===== config.mk =====
export PLATFORM = sky130hd
export DESIGN_NAME = seq_shift_add_mul
export DESIGN_NICKNAME = d
export VERILOG_FILES = /design/src/rtl/seq_shift_add_mul.sv
export SDC_FILE = /design/constraint.sdc
export NUM_CORES = 1
export LEC_CHECK = 0
export ABC_AREA = 1
export ABC_CLOCK_PERIOD_IN_PS = 3100
export BUFFER_PORTS_ARGS = -buffer_cell sky130_fd_sc_hd__buf_2
export CAP_MARGIN = 20
export CORE_ASPECT_RATIO = 1.2
export CORE_MARGIN = 3
export CORE_UTILIZATION = 40
export CTS_CLUSTER_DIAMETER = 40
export CTS_CLUSTER_SIZE = 16
export DETAILED_ROUTE_END_ITERATION = 7
export PLACE_DENSITY_LB_ADDON = 0.12
export RECOVER_POWER = 100
export REMOVE_ABC_BUFFERS = 1
export SYNTH_ARGS = -nofsm -noshare
export SYNTH_HDL_FRONTEND = slang
export SYNTH_SLANG_ARGS = --single-unit

===== constraint.sdc =====
create_clock -name clk -period 3.1 [get_ports clk]
set_clock_uncertainty 0.1 [all_clocks]
set_input_delay 0.465 -clock clk [delete_from_list [all_inputs] [get_ports clk]]
set_output_delay 0.465 -clock clk [all_outputs]
set_load 0.01 [all_outputs]

===== src/rtl/seq_shift_add_mul.sv =====
// Sequential unsigned shift-and-add multiplier: retires RADIX_BITS multiplier bits per cycle
// into a single 2*WIDTH accumulator, with valid/ready handshakes on both sides.
module seq_shift_add_mul #(
  parameter int WIDTH      = 24,
  parameter int RADIX_BITS = 1,
  parameter int EARLY_EXIT = 0
) (
  input  logic               clk,
  input  logic               rst,
  input  logic               in_valid,
  output logic               in_ready,
  input  logic [WIDTH-1:0]   a,
  input  logic [WIDTH-1:0]   b,
  output logic               out_valid,
  input  logic               out_ready,
  output logic [2*WIDTH-1:0] product,
  output logic               busy
);

  localparam int STEPS = WIDTH / RADIX_BITS;
  localparam int CNT_W = $clog2(STEPS + 1);

  if ((WIDTH % RADIX_BITS) != 0) begin : g_width_check
    $error("seq_shift_add_mul: WIDTH must be a multiple of RADIX_BITS");
  end

  typedef enum logic [1:0] {IDLE, RUN, DONE} state_t;

  state_t             state_q, state_d;
  logic [2*WIDTH-1:0] mcand_q, mcand_d;
  logic [2*WIDTH-1:0] acc_q, acc_d;
  logic [2*WIDTH-1:0] product_q, product_d;
  logic [WIDTH-1:0]   mplier_q, mplier_d;
  logic [CNT_W-1:0]   cnt_q, cnt_d;
  logic [2*WIDTH-1:0] partial;
  logic [2*WIDTH-1:0] acc_sum;
  logic [WIDTH-1:0]   mplier_shr;

  // mcand*mplier[RADIX_BITS-1:0] as a sum of shifted copies; mcand never
  // exceeds 2*WIDTH bits of significance, so no carry is lost.
  always_comb begin
    partial = '0;
    for (int i = 0; i < RADIX_BITS; i++) begin
      if (mplier_q[i]) begin
        partial = partial + (mcand_q << i);
      end
    end
  end

  assign acc_sum    = acc_q + partial;
  assign mplier_shr = mplier_q >> RADIX_BITS;

  assign in_ready  = (state_q == IDLE) && !rst;
  assign out_valid = (state_q == DONE);
  assign busy      = (state_q != IDLE);
  assign product   = product_q;

  always_comb begin
    state_d   = state_q;
    mcand_d   = mcand_q;
    acc_d     = acc_q;
    product_d = product_q;
    mplier_d  = mplier_q;
    cnt_d     = cnt_q;
    case (state_q)
      IDLE: begin
        if (in_valid) begin
          mcand_d  = {{WIDTH{1'b0}}, a};
          mplier_d = b;
          acc_d    = '0;
          cnt_d    = CNT_W'(STEPS);
          if ((EARLY_EXIT != 0) && (b == '0)) begin
            product_d = '0;
            state_d   = DONE;
          end else begin
            state_d = RUN;
          end
        end
      end
      RUN: begin
        acc_d    = acc_sum;
        mcand_d  = mcand_q << RADIX_BITS;
        mplier_d = mplier_shr;
        cnt_d    = cnt_q - CNT_W'(1);
        if ((cnt_q == CNT_W'(1)) || ((EARLY_EXIT != 0) && (mplier_shr == '0))) begin
          product_d = acc_sum;
          state_d   = DONE;
        end
      end
      DONE: begin
        if (out_ready) begin
          state_d = IDLE;
        end
      end
      default: state_d = IDLE;
    endcase
  end

  always_ff @(posedge clk) begin
    if (rst) begin
      state_q   <= IDLE;
      mcand_q   <= '0;
      acc_q     <= '0;
      product_q <= '0;
      mplier_q  <= '0;
      cnt_q     <= '0;
    end else begin
      state_q   <= state_d;
      mcand_q   <= mcand_d;
      acc_q     <= acc_d;
      product_q <= product_d;
      mplier_q  <= mplier_d;
      cnt_q     <= cnt_d;
    end
  end

endmodule


== Yosys cells after proc, flatten, opt, wreduce, memory -nomap -nowiden ==
Cells that the tools add are included.
W data, S select, Z words.
Word-level totals
  register bits after elaboration: 175
  output and inout port bits: 51
Operators by class
  $add $sub $neg: 2
  eq/ne operators: 6
  muxes and demuxes: 13
  reduce and logical (&&, ||, !) cells: 8
Operator list (number)
  $pmux W48 S2: 2
  $mux W48: 3
  $add A48 B48 Y48: 1
  $pmux W24 S2: 1
  $mux W24: 1
  $pmux W5 S2: 1
  $mux W2: 3
  $pmux W2 S3: 1
  $eq A5 B1 Y1 const B: 1
  $mux W5: 1
  $sub A5 B1 Y5 const B: 1
  $ne A2 B2 Y1 const B: 2
  $reduce_and A2 Y1: 2
  $reduce_bool A2 Y1: 2
  $reduce_and A3 Y1: 1
  $eq A2 B1 Y1 const B: 1
  $eq A2 B2 Y1 const B: 1
  $logic_not A2 Y1: 1
  $ne A2 B1 Y1 const B: 1
  $logic_and A1 B1 Y1: 1
  $logic_not A1 Y1: 1

== Depth between registers and ports, before layout ==
Gate-level depths: netlist of run 1.
  word-level depth: 3
  mapped depth: 20

== Least setup slack after synthesis of run 1 ==
No wires, ideal clock.
  path type: register to register
  start: register mplier_q[0]
  end: register product_q[24], in the netlist product[24]
  arrival time: 2.398 ns
  required time: 2.890 ns
  path slack: 0.492 ns
  stages on the path, launching flop included: 18
  path buffers: 2
  period minus slack after synthesis: 2.608 ns
  path through: dfxtp_1 -> clkbuf_1 -> buf_1 -> nand2_1 -> inv_1 -> ha_1 -> fa_1 -> nand3_1 -> nand3_1 -> nand2_1 -> nand2_1 -> nand2_1 -> nand3_2 -> or2_1 -> nand2_1 -> o21ai_1 -> nand2_1 -> inv_1
On the way
  word-level cells in the longest chain between the ends: 2
RTL lines
  start, declared: RTL line 33  | logic [WIDTH-1:0] mplier_q, mplier_d;
  start signal, assigned: RTL line 112  | mplier_q <= mplier_d;
  $mux W48: RTL line 44  | if (mplier_q[i]) begin
  $add A48 B48 Y48: RTL line 50  | assign acc_sum = acc_q + partial;
  end signal, assigned: RTL line 111  | product_q <= product_d;
  end, declared: RTL line 32  | logic [2*WIDTH-1:0] product_q, product_d;
Every way passes these cells.
A chain may end at the register's enable or synchronous reset.

== Worst setup path in the final report of run 1 ==
  start: register state_q[0]
  end: register acc_q[27]
On the way
  word-level cells in the longest chain between the ends: 3
RTL lines
  start, declared: RTL line 29  | state_t state_q, state_d;
  start signal, assigned: RTL line 108  | state_q <= state_d;
  $eq A2 B1 Y1 / $logic_not A2 Y1 (equally long branches): RTL line 65  | case (state_q)
  $reduce_bool A2 Y1 (no line) / $ne A2 B2 Y1 (equally long branches)
  $reduce_and A2 Y1 (no line)
  end signal, assigned: RTL line 103  | acc_q <= '0;
  end signal, assigned: RTL line 110  | acc_q <= acc_d;
  end, declared: RTL line 31  | logic [2*WIDTH-1:0] acc_q, acc_d;
Several ways; a longest one is shown, not always the timed one.

==> results.toml, run 1 <==
[status]
outcome = "completed"

[placed_design]
hpwl_mm = 24.6
port_buffers = 102
pre_cts_slack_ns = 0.452
place_congestion = 0.963
place_area_mm2 = 0.0121

[drt]
routed_wl_mm = 33.2
drc = 0
ant_nets = 0
drtIter0Drc = 543
vias_per_cell = 4.71
vias = 11000
first_pass_iters = 6
routedWlPerCell_um = 14.2

[critical_path]
cpLargestDelayFamily = "buffers and inverters"
worstPathArrival_ns = 3.05
cp.required_ns = 3.34
crit_buf_inv = 2
path_cells = "inv_1 -> nor2_4 -> clkbuf_4 -> nand3_1 -> a21oi_1"
crit_path_start_kind = "flop"
cp_max_fo = 95
max_stage_delay_ns = 1.12
worstSetupPathType = "flop to flop"
cp-end-kind = "flop"
critPathSlowestCell = "clkbuf_4"

[die]
fp.coreArea_mm2 = 0.0274
die_y_um = 190
start_util_pct = 41.0
ioPinCount = 103
dieArea_mm2 = 0.0301
fp-row-count = 66
die_x_um = 159

[clock_tree]
postCtsSetupRepairBufs = 0
clock_path_buffers = 2
clock_latency_ns = 0.44
cts_resized = 0
cts_tree = "built"
htreeDepth = 4
cts_buffers = 17
path_clk_slew_ns = 0.08
cts_sinks = 175
hold_buffers = 0
root_buffer = "clkbuf_16"

[yosys]
syn_avg_cell_area_um2 = 5.96
ys_seq_elements = 175
yosysUniqueCellTypes = 37
ys_seq_area_share_pct = 31.2
synthCells = 1883
syn-cell-area_mm2 = 0.0112
ys_warn_count = 0

[power]
power_density_mw_per_mm2 = 401
vdd_ir_drop_max_mv = 0.363
leakagePower_nw = 6.55

[cells_and_area]
layout.nets = 2053
area_delta_synth_final_pct = 11.1
fin_area_mm2 = 0.0125
n_antenna_cell = 0
final_common_cell = "nand2_1"
drive_gt1_share_pct = 7.28
final_cell_mix = "nand2_1, inv_1, dfxtp_1"

[global_routing]
grtUsageTotal_pct = 21.8
grt_pass1_wl_mm = 53.4
grt_pass1_vias = 10500
antenna_found_initial = 0
grt.overflow.total = 0
grt_max_degree = 97

[timing]
post-route-period-util_pct = 90.5
final.min_clock_period_ns = 2.80
tightestPinTransition_ns = 1.50
hold_viol = 0
drv_slew = 0
rsz0062_at_grt = "false"
slew_headroom_pct = 0.316
timing.fmax_ghz = 0.357
fin_ws_ns = 0.295
finalSetupViolations = 0

[run]
max-cap-violations = 0

[worst_hold_path]
min_path_type = "input pin to flop"
==> synth_stat cells (all sizes together) <==
master	instances	area share, %
a21o	3	0.20
a21oi	133	6.0
a22oi	20	1.3
a311oi	1	0.078
a31oi	26	1.4
and2	1	0.056
buf	34	1.7
clkbuf	31	1.0
dfxtp	175	31
fa	1	0.18
ha	49	5.5
inv	325	11
nand2	794	27
nand3	84	4.2
nand3b	6	0.40
nand4	9	0.50
nor2	141	5.6
nor3	4	0.27
nor3b	1	0.067
nor4	3	0.17
o21ai	14	0.62
o21bai	2	0.13
or2	6	0.33
xnor2	1	0.078
xor2	19	1.5
==> cell families (layout without fill, tap and decap cells) <==
group / count (synthesis) / count (layout) / synth area share [%]
and+or+nand+nor: 1049 / 1049 / 38.3
buffers and inverters: 390 / 471 / 13.6
AOI/OAI and AO/OA: 199 / 199 / 9.78
DFF: 175 / 175 / 31.2
adders and majority gates: 50 / 50 / 5.64
xor gates and xnor gates: 20 / 20 / 1.56
==> worst reg2reg max path, cell delays in order (launching register included) <==
cell and delay [ns]:
dfxtp_1 0.35, inv_1 0.07, nor2_4 0.59, clkbuf_4 1.12
nand3_1 0.29, a21oi_1 0.18
==> where the power goes <==
group          internal [mW]  switching (mW)
clock network           1.14            1.03
logic                  0.142           0.331
registers               2.32          0.0474
==> stage by stage <==
step	setup TNS, ns	utilization (%)	cells	hold WS (ns)	power, mW
floorplan	-22.95	-	1818	0.335	2.68
global placement	0	44.0	2306	0.349	2.91
detailed placement	0	44.0	2306	0.353	2.91
CTS	0	46.1	2338	0.148	5.10
global route	0	45.5	2338	0.184	5.23
finish	0	45.5	2338	0.166	5.01
==> routing by layer <==
metal  up-vias  track usage (%)  share of wire, %
met5         -                0                 0
met1      4904             25.7                43
met4         0             9.20               4.0
met2       191             39.9                50
li1       5878                -                 -
met3        49             3.03               3.4
==> sequential cells by signal (all words and copies together) (netlist names) <==
name	cells
mcand_q	48
acc_q	48
state_q	2
mplier_q	24
cnt_q	5
product	48
==> cell type report <==
class / count / area (um2)
clock buffer: 17 / 425
clock inverter: 15 / 151
fill: 3135 / 14900
inverter: 325 / 1220
multi-input combinational: 1318 / 6150
sequential: 175 / 3500
tap: 374 / 468
timing repair buffer: 114 / 564
==> path summary, 6_finish.rpt <==
path                            from                   endpoint  slack (ns)  cells past startpoint
max          state_q[0]$_SDFFE_PP0P_     acc_q[27]$_SDFFE_PP0P_        0.30                      5
max reg2reg  state_q[0]$_SDFFE_PP0P_     acc_q[27]$_SDFFE_PP0P_        0.30                      5
min                            b[23]  mplier_q[23]$_SDFFE_PP0P_        0.17                      3
min reg2reg  product[2]$_SDFFE_PP0P_    product[2]$_SDFFE_PP0P_        0.36                      2
Power figures use the tool's default switching activity.
==> inputs of run 2 (changes only) <==
--- a/config.mk
+++ b/config.mk
@@ -15,3 +15,2 @@
 export CTS_CLUSTER_DIAMETER = 40
-export CTS_CLUSTER_SIZE = 16
 export DETAILED_ROUTE_END_ITERATION = 7
--- a/constraint.sdc
+++ b/constraint.sdc
@@ -4,2 +4,2 @@
 set_output_delay 0.465 -clock clk [all_outputs]
-set_load 0.01 [all_outputs]
+set_load 0.1 [all_outputs]
==> run 2 against run 1 <==
  * Total power grew 3.9%
  * Maximum frequency grew 0.43%
  * Via count decreased by 0.54%
  * Design area about the same
  * Wire length increased by 0.49%
  * Die area unchanged
  * Worst hold slack improved by 0.0074 ns
==> results.toml, run 2 (same netlist as run 1, synthesis figures left out) <==
[status]
outcome = "completed"

[drt]
vias = 11000
routedWlPerCell_um = 14.3
drc = 0
first_pass_iters = 5
routed_wl_mm = 33.3
vias_per_cell = 4.69
ant_nets = 0
drtIter0Drc = 576

[critical_path]
worstSetupPathType = "flop to flop"
cp-startpoint = "mplier_q[0]$_SDFFE_PP0P_"
path_cells = "buf_12 -> nand2_1 -> inv_1 -> ha_1 -> nand2_1 -> nor2_1 -> nand2_1 -> nor2_1 -> nand2_1 -> nand3_1 -> nand2_1 -> nand2_1 -> nand2_1 -> nand2_1 -> nand2_1 -> nand2_1 -> inv_1"
cp_max_fo = 49
cp.required_ns = 3.34
cp-end-kind = "flop"
reg2reg_slack_ns = 0.31
crit_buf_inv = 3
r2r-end = "product[37]$_SDFFE_PP0P_"
worstPathArrival_ns = 3.03
crit_path_start_kind = "flop"
cp.depth = 17
crit_top_cell = "nand2_1"
r2r_cells = 17
reg2reg_from = "mplier_q[0]$_SDFFE_PP0P_"
critPathSlowestCell = "ha_1"
cpLargestDelayFamily = "simple AND/OR/NAND/NOR gates"
cp-endpoint = "product[37]$_SDFFE_PP0P_"
max_stage_delay_ns = 0.39

[die]
die_x_um = 159
fp-row-count = 66
die_y_um = 190
ioPinCount = 103
dieArea_mm2 = 0.0301
fp.coreArea_mm2 = 0.0274
start_util_pct = 41.0

[timing]
final.min_clock_period_ns = 2.79
hold_viol = 0
timing.fmax_ghz = 0.358
rsz0062_at_grt = "false"
post-route-period-util_pct = 90.1
slew_headroom_pct = 19.5
drv_slew = 0
fin_ws_ns = 0.307
tightestPinTransition_ns = 1.21
fin_setup_tns_ns = 0
finalSetupViolations = 0

[clock_tree]
path_clk_slew_ns = 0.07
cts_resized = 0
clock_latency_ns = 0.44
clock_path_buffers = 2
cts_buffers = 17
root_buffer = "clkbuf_16"
htreeDepth = 4
postCtsSetupRepairBufs = 0
hold_buffers = 0
cts_sinks = 175
cts_tree = "built"

[placed_design]
port_buffers = 102
dp_cells = 2304
place_congestion = 0.940
pre_cts_slack_ns = 0.427
place_area_mm2 = 0.0121
hpwl_mm = 24.5

[cells_and_area]
area_delta_synth_final_pct = 11.2
fin_area_mm2 = 0.0125
drive_gt1_share_pct = 6.93
layout.nets = 2051
n_antenna_cell = 0
final_common_cell = "nand2_1"
final_cell_mix = "nand2_1, inv_1, dfxtp_1"
stdcell_count = 2336

[global_routing]
grt.overflow.total = 0
grt_pass1_wl_mm = 54.0
antenna_found_initial = 0
grt_max_degree = 133
grtUsageTotal_pct = 22.2
grt_pass1_vias = 10400

[worst_hold_path]
min_path_type = "input pin to flop"

[power]
power_mw = 5.20
power_density_mw_per_mm2 = 417
leakagePower_nw = 6.58
vdd_ir_drop_max_mv = 0.239

[run]
max-cap-violations = 0
[run 2: per-stage QoR]
stage / util, % / hold WS, ns
floorplan: - / 0.335
global placement: 44.0 / 0.349
detailed placement: 44.0 / 0.354
CTS: 46.2 / 0.161
global route: 45.6 / 0.180
finish: 45.6 / 0.173
[run 2: where the power goes]
part / switching (mW) / leakage [nW] / internal [mW]
Clock: 1.00 / 0.298 / 1.28
Combinational: 0.417 / 4.86 / 0.139
Sequential: 0.0471 / 1.42 / 2.32
Total: 1.47 / 6.58 / 3.74
[run 2: how the worst min path moves through the flow]
| stage | start | to | slack [ns] | depth (start not counted) |
|---|---|---|---|---|
| 2_1_floorplan | mcand_q[47]$_SDFFE_PP0P_ | mcand_q[47]$_SDFFE_PP0P_ | 0.34 | 2 |
| 3_3_place_gp | product[1]$_SDFFE_PP0P_ | product[1]$_SDFFE_PP0P_ | 0.35 | 2 |
| 3_5_place_dp | product[15]$_SDFFE_PP0P_ | product[15]$_SDFFE_PP0P_ | 0.35 | 2 |
| 4_1_cts | a[0] | mcand_q[0]$_SDFFE_PP0P_ | 0.16 | 3 |
| 5_1_grt | out_ready | state_q[1]$_SDFFE_PP0P_ | 0.18 | 4 |
| 6_report | a[0] | mcand_q[0]$_SDFFE_PP0P_ | 0.17 | 3 |
[run 2: worst reg2reg max path, stage by stage (launching register included)]
cell and delay, ns:
dfxtp_1 0.33, buf_12 0.19, nand2_1 0.10, inv_1 0.04, ha_1 0.39, nand2_1 0.14, nor2_1 0.30, nand2_1 0.18
nor2_1 0.14, nand2_1 0.06, nand3_1 0.17, nand2_1 0.20, nand2_1 0.10, nand2_1 0.06, nand2_1 0.07, nand2_1 0.05
nand2_1 0.06, inv_1 0.03
[run 2: metal layers]
layer  part of all wire (%)  track usage (%)
met2                     51             41.3
met5                      0                0
met1                     44             26.7
met3                    2.8             2.85
met4                    2.4             6.60
[run 2: cell type report]
class,instances,area [um2]
Clock buffer,17,425
Fill cell,3097,14900
Timing Repair Buffer,112,571
Inverter,325,1220
Sequential cell,175,3500
Multi-Input combinational cell,1318,6120
Tap cell,374,468
Clock inverter,15,183
